**src/rtl/cache_arbiter_pkg.sv**
```systemverilog
// cache_arbiter_pkg: line types, arbiter states and default widths shared by the L1/L2 arbiter.
package cache_arbiter_pkg;
   localparam int LINE_ADDR_W = 12;
   localparam int LINE_DATA_W = 128;
   localparam int LINE_SEL_W  = LINE_DATA_W / 8;
   localparam int CONF_CNT_W  = 16;

   typedef logic [LINE_DATA_W-1:0] lc3b_line;
   typedef logic [LINE_ADDR_W-1:0] lc3b_line_addr;
   typedef logic [LINE_SEL_W-1:0]  lc3b_line_sel;

   typedef enum logic [1:0] {IDLE, GRANT_I, GRANT_D, DRAIN} arb_state_t;
   typedef enum logic {PORT_I, PORT_D} arb_port_t;
endpackage

```
**src/rtl/cache_arbiter_sat_counter.sv**
```systemverilog
// sat_counter: up-counter that sticks at all ones instead of wrapping.
module sat_counter #(
   parameter int W = 16
) (
   input  logic         clk,
   input  logic         rst_n,
   input  logic         clear,
   input  logic         inc,
   output logic [W-1:0] count
);
   always_ff @(posedge clk or negedge rst_n)
      if (!rst_n) count <= '0;
      else        count <= clear ? '0 : (inc && !(&count)) ? count + W'(1) : count;
endmodule

```
**src/rtl/cache_arbiter.sv**
```systemverilog
// cache_arbiter: round-robin merge of icache/dcache line misses onto one wishbone-style L2 master.
module cache_arbiter
   import cache_arbiter_pkg::*;
#(
   parameter int ADDR_W = LINE_ADDR_W,
   parameter int DATA_W = LINE_DATA_W,
   parameter int SEL_W  = LINE_SEL_W,
   parameter int CNT_W  = CONF_CNT_W
) (
   input  logic              clk,
   input  logic              rst_n,
   input  logic              i_stb,
   input  logic [ADDR_W-1:0] i_adr,
   output logic              i_ack,
   output logic [DATA_W-1:0] i_dat_s,
   input  logic              d_stb,
   input  logic              d_we,
   input  logic [ADDR_W-1:0] d_adr,
   input  logic [DATA_W-1:0] d_dat_m,
   input  logic [SEL_W-1:0]  d_sel,
   output logic              d_ack,
   output logic [DATA_W-1:0] d_dat_s,
   output logic              l2_stb,
   output logic              l2_cyc,
   output logic              l2_we,
   output logic [ADDR_W-1:0] l2_adr,
   output logic [DATA_W-1:0] l2_dat_m,
   output logic [SEL_W-1:0]  l2_sel,
   input  logic              l2_ack,
   input  logic [DATA_W-1:0] l2_dat_s,
   output logic [CNT_W-1:0]  conflict_cnt
);
   arb_state_t state, state_nx;
   arb_port_t  last_grant;
   logic       grant, pick_d;

   // dcache wins alone, or on a tie when icache was served last
   assign pick_d = d_stb && (!i_stb || last_grant == PORT_I);

   always_comb begin
      state_nx = state;
      grant    = 1'b0;
      case (state)
         IDLE: begin
            grant    = i_stb || d_stb;
            state_nx = !grant ? IDLE : pick_d ? GRANT_D : GRANT_I;
         end
         GRANT_I: state_nx = l2_ack ? IDLE : i_stb ? GRANT_I : DRAIN;
         GRANT_D: state_nx = l2_ack ? IDLE : d_stb ? GRANT_D : DRAIN;
         DRAIN:   state_nx = l2_ack ? IDLE : DRAIN;
         default: state_nx = IDLE;
      endcase
   end

   always_ff @(posedge clk or negedge rst_n)
      if (!rst_n) begin
         state      <= IDLE;
         last_grant <= PORT_I;
         l2_stb     <= 1'b0;
         l2_we      <= 1'b0;
         l2_adr     <= '0;
         l2_dat_m   <= '0;
         l2_sel     <= '0;
      end else begin
         state <= state_nx;
         if (grant) begin
            last_grant <= pick_d ? PORT_D : PORT_I;
            l2_stb     <= 1'b1;
            l2_we      <= pick_d && d_we;
            l2_adr     <= pick_d ? d_adr : i_adr;
            l2_dat_m   <= pick_d ? d_dat_m : '0;
            l2_sel     <= pick_d ? d_sel : '1;
         end else if (state_nx == IDLE) begin
            l2_stb <= 1'b0;
         end
      end

   assign l2_cyc  = l2_stb;
   assign i_ack   = state == GRANT_I && l2_ack && i_stb;
   assign d_ack   = state == GRANT_D && l2_ack && d_stb;
   assign i_dat_s = l2_dat_s;
   assign d_dat_s = l2_dat_s;

   // only one line moves at a time, so any cycle with both strobes up is a conflict
   sat_counter #(.W(CNT_W)) u_conflict (
      .clk   (clk),
      .rst_n (rst_n),
      .clear (1'b0),
      .inc   (i_stb && d_stb),
      .count (conflict_cnt)
   );
endmodule
```
**config.mk**
```make
export PLATFORM = sky130hd
export DESIGN_NAME = cache_arbiter
export DESIGN_NICKNAME = d
export VERILOG_FILES = /design/src/rtl/cache_arbiter_pkg.sv /design/src/rtl/cache_arbiter_sat_counter.sv /design/src/rtl/cache_arbiter.sv
export SDC_FILE = /design/constraint.sdc
export NUM_CORES = 1
export LEC_CHECK = 0
export BUFFER_PORTS_ARGS = -buffer_cell sky130_fd_sc_hd__buf_4
export CAP_MARGIN = 40
export CORE_AREA = 3 3 289 291
export CTS_CLUSTER_SIZE = 16
export DETAILED_ROUTE_END_ITERATION = 8
export DIE_AREA = 0 0 292 294
export MAX_ROUTING_LAYER = met4
export PLACE_DENSITY = 0.37
export SLEW_MARGIN = 30
export SYNTH_ARGS = -nofsm -noshare
export SYNTH_HDL_FRONTEND = slang
export SYNTH_SLANG_ARGS = --single-unit
export TNS_END_PERCENT = 10
```
**constraint.sdc**
```tcl
create_clock -name clk -period 2.3 [get_ports clk]
set_input_delay 0.23 -clock clk [delete_from_list [all_inputs] [get_ports clk]]
set_output_delay 0.23 -clock clk [all_outputs]
set_load 0.05 [all_outputs]
```
==> results.cfg, run 1 <==
[power]
ir_drop_mv = 0.828
pwr-share-comb_pct = 55.3
power.density_mw_per_mm2 = 1500
p_int_mw = 9.73
power_switching_mw = 9.71
pwr-share-clk_pct = 16.6
seqPwrFrac_pct = 28.1
p_sw_share_pct = 49.9
power.leakage_nw = 5.83

[setup_path]
crit_slowest_cell = or4_1
regToRegSetupSlack_ns = 0.14
cp-endpoint = u_conflict.count[1]$_DFFE_PN0P_
worstPathMaxFanout = 6
startpoint = u_conflict.count[0]$_DFFE_PN0P_
r2r_end = u_conflict.count[1]$_DFFE_PN0P_
r2r-start = u_conflict.count[0]$_DFFE_PN0P_
crit_type = flip-flop to flip-flop
r2r_cells = 5
start_kind = flip-flop
path_cells = ha_1 > nand4_1 > or4_1 > o21bai_4 > mux2_1
worst_setup_path_end_kind = flip-flop
cp.arrival_ns = 2.50
required_ns = 2.64
max_stage_delay_ns = 0.68

[logic_synthesis]
yosysUniqueCellTypes = 43
synth_area_leaders = dfrtp_1, buf_4, a22o_1
yosysTopAreaCellShare_pct = 51.6
avgSynthCellArea_um2 = 12.0
synth_area_mm2 = 0.00859
ys_seq_area_share_pct = 51.6
synth_seq_cells = 177
synth_nets = 1021
yosys.area.top_type = dfrtp_1
synth_cells = 718
yosysWarnings = 0

[floorplan]
core_mm2 = 0.0808
die_width_um = 292
die_y_um = 294
start_util_pct = 10.6
die-area_mm2 = 0.0858
io_pins = 735
std_cell_rows = 104

[timing]
min_period_over_period_pct = 93.7
hold_viol = 0
timing.final.crit_period_ns = 2.16
drv_slew = 0
tightest_slew_ns = 0.712
tns_ns = 0
clock_skew_ns = 0.0185
setup_violations = 0
max_freq_ghz = 0.464
rsz0062_at_grt = false
slew_headroom_pct = 52.5

[routing]
drt_iter0_drc = 239
firstDrtPassIters = 4
routed_via_density = 3.06
num_vias = 6303
ant_nets = 0
routed_wl_um = 30000
wl_per_cell_um = 14.6
drt_drc_violations_left = 0

[global_routing]
gr-total-overflow = 0
grt_use_met3_pct = 2.85
grtUsageMet1_pct = 7.17
grtUsageMet2_pct = 11.5
grt_pass1_wl_um = 44400
grt_max_degree = 90
antenna_found_initial = 3
grt_busiest_layer = met2
grt_pass1_vias = 7138
grtUsageTotal_pct = 7.14

[clock_tree]
clock_latency_ns = 0.49
cts_tree = built
clk_pin_slew_worst_paths_ns = 0.07
htreeDepth = 4
cts_buffer_depth = 2
cts_root_buf = clkbuf_16
cts_inserted_buffers = 17
postCtsSetupBuffers = 0
ctsResizeCount = 0
clock_sinks = 177

[placement]
place_congestion = 0.716
place_inst = 1852
io_buffers = 350
hpwl_um = 21700

[final_layout]
syn_to_final_growth_pct = 50.8
layout.cells.non_filler = 2057
layout-drive-gt1-share_pct = 41.5
nets = 1285

[worst_hold_path]
hold_class = primary input to flip-flop

[flow_run]
drv_cap = 0

[status]
status = completed
## critical path: cells and delay by family (launching register included)
kind,cells,cell delay (ns)
mux,1,0.33
simple gates,2,0.88
fa+ha+maj,1,0.22
flops,1,0.40
compound gates,1,0.20
## cell type report
cell class	count	area [um^2]
timing repair buffer	538	4560
clock inverter	15	181
antenna	2	5.00
fill	8962	67900
tap	1060	1330
multi-input combinational	245	2000
clock buffer	17	425
inverter	3	11.3
sequential	177	4430
## layout by cell type (no fill, tap or decap), drive strengths merged, types with 2 or more instances in the layout
cell type / count
a21oi: 3
a221o: 12
a22o: 129
and2: 13
buf: 366
bufinv: 2
clkbuf: 18
clkinv: 3
dfrtp: 177
diode: 2
dlygate4sd3: 171
inv: 13
mux2: 2
nand2: 10
nand2b: 2
nand3: 5
nand4: 4
nor2: 8
nor3: 4
nor4: 2
o2111ai: 2
o21ai: 8
o22a: 16
or4: 2
xnor2: 10
xor2: 3
## per-layer routing
metal  share of wire [%]  wire length, um
met1                  37            11200
met2                  48            14500
met3                 9.0             2710
met4                 5.4             1630
met5                   0                0
## power by group through the flow
stage               Clock, mW  Combinational, mW  Sequential [mW]
floorplan                   0               3.53             10.2
global placement            0               10.7             5.49
detailed placement          0               10.7             5.47
CTS                      3.47               10.9             5.48
global route             3.54               11.3             5.66
finish                   3.23               10.8             5.46
## Yosys cell counts
cell type,instances
buf_4,258
dfrtp_1,177
a22o_1,129
clkbuf_1,17
o22a_1,16
a221o_1,12
buf_6,10
xnor2_1,10
and2_1,9
nand2_1,9
buf_2,8
nor2_1,8
and2_0,4
nand3_1,4
nand4_1,4
nor3_1,4
o21ai_1,4
a21oi_1,3
inv_1,3
o21ai_0,3
xor2_1,3
nand2b_1,2
a21boi_1,1
a31o_2,1
a31oi_1,1
and4_1,1
and4b_1,1
ha_1,1
mux2_1,1
mux2_2,1
nand2_2,1
nand3_4,1
nor3b_2,1
nor4_1,1
nor4_2,1
o2111ai_1,1
o2111ai_2,1
o211ai_1,1
o21ai_2,1
o21bai_4,1
o22ai_1,1
or4_1,1
or4_4,1
## kinds of logic after synthesis
kind of cell	share of synthesized area [%]
AOI/OAI and AO/OA	17.8
xor gates and xnor gates	1.33
adders and majority gates	0.146
buffers and inverters	25.2
DFF	51.6
muxes	0.262
and+or+nand+nor	3.67
## registers in the layout, indices dropped and copies added, names as in the netlist
| register | cells |
|---|---|
| u_conflict.count | 16 |
| state | 2 |
| l2_dat_m | 128 |
| last_grant | 1 |
| l2_adr | 12 |
| l2_sel | 16 |
| l2_we | 1 |
| l2_cyc | 1 |
## per-stage QoR
| stage | hold slack (ns) | cell area [um^2] | power (mW) | utilization [%] | worst slack, ns |
|---|---|---|---|---|---|
| final | 0.0915 | 12900 | 19.4 | 16.0 | 0.144 |
| after global routing | 0.0574 | 12900 | 20.5 | 16.0 | 0.0154 |
| after CTS | 0.0280 | 12900 | 19.9 | 16.0 | 0.135 |
| after detailed placement | 0.324 | 10600 | 16.2 | 13.1 | 0.150 |
| after global placement | 0.322 | 10600 | 16.1 | 13.1 | 0.211 |
| after floorplan | -0.0656 | 8590 | 13.7 | - | 0.138 |
## repair_timing
item,CTS,global route
hold endpoints to repair,218,0
hold buffers,171,0
setup endpoints to repair,0,0
## how the worst min path moves through the flow
stage,to,slack [ns],start,cells past startpoint
3_3_place_gp,l2_dat_m[74]$_DFFE_PN0P_,0.32,rst_n,1
2_1_floorplan,l2_adr[0]$_DFFE_PN0P_,-0.07,rst_n,0
4_1_cts,u_conflict.count[2]$_DFFE_PN0P_,0.03,d_stb,3
3_5_place_dp,l2_dat_m[71]$_DFFE_PN0P_,0.32,rst_n,1
5_1_grt,u_conflict.count[2]$_DFFE_PN0P_,0.06,d_stb,3
6_report,u_conflict.count[2]$_DFFE_PN0P_,0.09,d_stb,3
Note: power is estimated with default switching activity, not from simulation.
==> run 2: changes to the inputs <==
--- a/config.mk
+++ b/config.mk
@@ -12,7 +12,7 @@
 export DETAILED_ROUTE_END_ITERATION = 8
 export DIE_AREA = 0 0 292 294
 export MAX_ROUTING_LAYER = met4
-export PLACE_DENSITY = 0.37
+export PLACE_DENSITY = 0.33
 export SLEW_MARGIN = 30
 export SYNTH_ARGS = -nofsm -noshare
 export SYNTH_HDL_FRONTEND = slang
==> run 2 against run 1 <==
Maximum frequency rose by 4.9%. First-iteration DRC count is 7.5% lower. Sequential share of layout area about the same. Sequential power is essentially flat. Clock skew decreased by 0.0032 ns. Via count up 0.11%. Die area unchanged. Combinational power about the same. Critical path type unchanged. Critical endpoint is now u_conflict.count[11]$_DFFE_PN0P_. Largest cell class unchanged. Largest power group unchanged.
==> results.cfg, run 2 (synthesis gave the netlist of run 1 again) <==
[clock_tree]
clock_sinks = 177
clk_pin_slew_worst_paths_ns = 0.08
cts_inserted_buffers = 17
clock_latency_ns = 0.49
cts_root_buf = clkbuf_16
postCtsSetupBuffers = 0
cts_tree = built
cts_buffer_depth = 2
htreeDepth = 4

[setup_path]
startpoint = u_conflict.count[0]$_DFFE_PN0P_
start_kind = flip-flop
cp-endpoint = u_conflict.count[11]$_DFFE_PN0P_
crit_type = flip-flop to flip-flop
path_cells = ha_1 > nand4_1 > or4_1 > buf_4 > nor3b_2 > xor2_1
regToRegSetupSlack_ns = 0.25
r2r-start = u_conflict.count[0]$_DFFE_PN0P_
worst_setup_path_end_kind = flip-flop
cp.arrival_ns = 2.41
worstPathMaxFanout = 8
max_stage_delay_ns = 0.60
r2r_end = u_conflict.count[11]$_DFFE_PN0P_
required_ns = 2.66
r2r_cells = 6
crit_slowest_cell = or4_1

[routing]
drt_drc_violations_left = 0
ant_nets = 0
firstDrtPassIters = 4
wl_per_cell_um = 14.7
routed_via_density = 3.07
num_vias = 6310
routed_wl_um = 30200
drt_iter0_drc = 221

[timing]
hold_viol = 0
rsz0062_at_grt = false
slew_headroom_pct = 53.1
min_period_over_period_pct = 89.3
max_freq_ghz = 0.487
tightest_slew_ns = 0.700
worst_slack_ns = 0.245
timing.final.crit_period_ns = 2.05
setup_violations = 0
drv_slew = 0
tns_ns = 0
clock_skew_ns = 0.0154

[power]
ir_drop_mv = 0.953
power.leakage_nw = 5.82
p_total_mw = 19.3
power.density_mw_per_mm2 = 1490

[placement]
place_congestion = 0.692
pre_cts_ws_ns = 0.268
io_buffers = 350
hpwl_um = 21900
place_inst = 1853
place_area_mm2 = 0.0106

[flow_run]
drv_cap = 0

[final_layout]
design_area_mm2 = 0.0129
final_common_cell = buf_4
layout.cells.non_filler = 2057
largest_reg_flops = 128
top_register = l2_dat_m
reg_top3 = l2_dat_m x128, l2_sel x16, u_conflict.count x16
layout_common_cells = buf_4, dfrtp_1, dlygate4sd3_1
syn_to_final_growth_pct = 50.7
nets = 1286
layout-drive-gt1-share_pct = 41.5

[global_routing]
grtUsageTotal_pct = 7.24
grt_pass1_wl_um = 44700
grt_max_degree = 90
antenna_found_initial = 1
grt_pass1_vias = 7147
gr-total-overflow = 0

[floorplan]
io_pins = 735
die_y_um = 294
start_util_pct = 10.6
die_width_um = 292
die-area_mm2 = 0.0858
core_mm2 = 0.0808
std_cell_rows = 104

[worst_hold_path]
hold_class = primary input to flip-flop

[status]
status = completed
[run 2: critical path: cells and delay by family, from the launching register on]
kind                       cells  cell delay [ns]
adders and majority gates      1             0.22
xor gates and xnor gates       1             0.13
DFF                            1             0.40
buffers and inverters          1             0.21
and+or+nand+nor                3             0.97
[run 2: how the worst min path moves through the flow]
stage | from | end | slack, ns | cells after the start
after floorplan | rst_n | l2_adr[0]$_DFFE_PN0P_ | -0.07 | 0
after global placement | rst_n | l2_dat_m[66]$_DFFE_PN0P_ | 0.25 | 1
after detailed placement | rst_n | l2_dat_m[101]$_DFFE_PN0P_ | 0.25 | 1
after CTS | d_stb | u_conflict.count[2]$_DFFE_PN0P_ | 0.03 | 3
after global routing | d_stb | u_conflict.count[2]$_DFFE_PN0P_ | 0.07 | 3
final | d_stb | u_conflict.count[2]$_DFFE_PN0P_ | 0.10 | 3
[run 2: timing repair]
action | in CTS | in global routing
hold buffers | 171 | 0
endpoints found under the hold margin | 205 | 0
gates resized for setup | 0 | 0
[run 2: area by class of cell]
class	instances	area [um^2]
multi-input cells	245	2000
inverters	3	11.3
well taps	1060	1330
diodes	1	2.50
clock buffers	18	439
fillers	8937	67900
clock inverters	14	171
repair buffers	539	4560
flip-flops and latches	177	4430
[run 2: metal layers]
| metal | part of all wire [%] | GRT usage, % |
|---|---|---|
| met1 | 37 | 7.11 |
| met2 | 47 | 11.2 |
| met5 | 0 | - |
| met3 | 10 | 3.65 |
| met4 | 6.0 | 5.00 |
[run 2: metrics by stage]
stage                     hold WS (ns)  utilization (%)
after floorplan                -0.0656                -
after global placement           0.251             13.1
after detailed placement         0.254             13.1
after CTS                       0.0257             16.0
after global routing            0.0673             16.0
final                            0.102             16.0
[run 2: power by group]
part	leakage, nW	internal (mW)	switching [mW]
sequential	2.24	4.53	0.931
combinational	3.29	3.54	7.23
clock	0.293	1.50	1.61
total	5.82	9.57	9.77
==> run 3: changes to the inputs <==
--- a/config.mk
+++ b/config.mk
@@ -11,7 +11,6 @@
 export CTS_CLUSTER_SIZE = 16
 export DETAILED_ROUTE_END_ITERATION = 8
 export DIE_AREA = 0 0 292 294
-export MAX_ROUTING_LAYER = met4
 export PLACE_DENSITY = 0.33
 export SLEW_MARGIN = 30
 export SYNTH_ARGS = -nofsm -noshare
==> run 3 against run 2 <==
First-iteration DRC count fell by 14%. Die area did not move. Sequential share of layout area did not move. Clock skew rose by 0.0018 ns. Hold slack barely moved. Global-route usage fell by 0.21 points. Register-to-register slack barely moved. Critical path depth did not move. Critical path type unchanged.
==> results.cfg, run 3 (synthesis gave the netlist of run 1 again) <==
[status]
status = completed

[floorplan]
die-area_mm2 = 0.0858
die_y_um = 294
start_util_pct = 10.6
io_pins = 735
core_mm2 = 0.0808
std_cell_rows = 104
die_width_um = 292

[setup_path]
worstPathMaxFanout = 8
start_kind = flip-flop
path_cells = ha_1 > nand4_1 > or4_1 > buf_4 > nor3b_2 > xor2_1
path_buf_inv = 1
cp.arrival_ns = 2.41
required_ns = 2.66
crit_type = flip-flop to flip-flop
worst_setup_path_end_kind = flip-flop
crit_slowest_cell = or4_1
critPathTopFamily = simple AND/OR/NAND/NOR gates
max_stage_delay_ns = 0.60

[final_layout]
reg_top3 = l2_dat_m x128, l2_sel x16, u_conflict.count x16
layout_common_cells = buf_4, dfrtp_1, dlygate4sd3_1
syn_to_final_growth_pct = 50.7
final_common_cell = buf_4
fillers = 8937
top_register = l2_dat_m
layout-drive-gt1-share_pct = 41.5
nets = 1286
largest_reg_flops = 128

[timing]
rsz0062_at_grt = false
tns_ns = 0
hold_viol = 0
timing.final.crit_period_ns = 2.05
clock_skew_ns = 0.0171
slew_headroom_pct = 53.6
tightest_slew_ns = 0.694
drv_slew = 0
min_period_over_period_pct = 89.3
setup_violations = 0
max_freq_ghz = 0.487

[placement]
io_buffers = 350
hpwl_um = 21900
place_congestion = 0.685

[routing]
drt_iter0_drc = 191
wl_per_cell_um = 14.7
routed_wl_um = 30200
routed_via_density = 3.06
drt_drc_violations_left = 0
num_vias = 6294
ant_nets = 0
firstDrtPassIters = 4

[global_routing]
gr-total-overflow = 0
grt_pass1_vias = 7117
grtUsageTotal_pct = 7.02
grt_pass1_wl_um = 44800
antenna_found_initial = 1
grt_max_degree = 90

[power]
p_total_mw = 19.3
power.density_mw_per_mm2 = 1490
power.leakage_nw = 5.82
ir_drop_mv = 0.949

[clock_tree]
cts_inserted_buffers = 17
ctsHoldBuffers = 171
clock_latency_ns = 0.50
cts_root_buf = clkbuf_16
clock_sinks = 177
ctsResizeCount = 0
htreeDepth = 4
cts_buffer_depth = 2
clk_pin_slew_worst_paths_ns = 0.08
cts_tree = built
postCtsSetupBuffers = 0

[worst_hold_path]
hold_class = primary input to flip-flop

[flow_run]
drv_cap = 0
## run 3: final timing paths
check | from | end | slack (ns) | depth (start not counted)
worst min register to register | last_grant$_DFFE_PN0P_ | last_grant$_DFFE_PN0P_ | 0.48 | 2
worst max-delay path | u_conflict.count[0]$_DFFE_PN0P_ | u_conflict.count[11]$_DFFE_PN0P_ | 0.25 | 6
worst min-delay path | d_stb | u_conflict.count[2]$_DFFE_PN0P_ | 0.10 | 3
max in group asynchronous | rst_n | l2_dat_m[107]$_DFFE_PN0P_ | 1.35 | 3
worst max register to register | u_conflict.count[0]$_DFFE_PN0P_ | u_conflict.count[11]$_DFFE_PN0P_ | 0.25 | 6
min in group asynchronous | rst_n | l2_dat_m[58]$_DFFE_PN0P_ | 0.28 | 2
## run 3: worst register-to-register path: stages, from the launching register on
cell	delay, ns
dfrtp_2	0.40
ha_1	0.22
nand4_1	0.21
or4_1	0.60
buf_4	0.21
nor3b_2	0.16
xor2_1	0.13
## run 3: per-layer routing
layer | GRT usage, % | wire length (um)
met3 | 3.75 | 3130
met1 | 7.02 | 11000
met4 | 4.92 | 1750
met2 | 11.3 | 14300
met5 | 0 | 0
## run 3: through the flow
stage          hold WS, ns  util [%]  setup slack [ns]  instances  cell area, um^2
6_report             0.102      16.0             0.246       2057            12900
5_1_grt             0.0664      16.0             0.132       2056            12900
4_1_cts             0.0257      16.0             0.239       2056            12900
3_5_place_dp         0.254      13.1             0.268       1853            10600
3_3_place_gp         0.251      13.1             0.328       1853            10600
2_1_floorplan      -0.0656         -             0.138        718             8590
## run 3: where the power goes
part / internal [mW] / leakage [nW] / switching [mW]
Clock: 1.50 / 0.293 / 1.61
Combinational: 3.54 / 3.29 / 7.23
Sequential: 4.53 / 2.24 / 0.932
Total: 9.57 / 5.82 / 9.77
## run 3: final cells by class
cell class | count | area [um^2] | share of cell area, %
flip-flops and latches | 177 | 4430 | 34.2
clock buffers | 18 | 439 | 3.39
well taps | 1060 | 1330 | 10.2
clock inverters | 14 | 171 | 1.32
inverters | 3 | 11.3 | 0.0870
repair buffers | 539 | 4560 | 35.2
diodes | 1 | 2.50 | 0.0193
multi-input cells | 245 | 2000 | 15.5
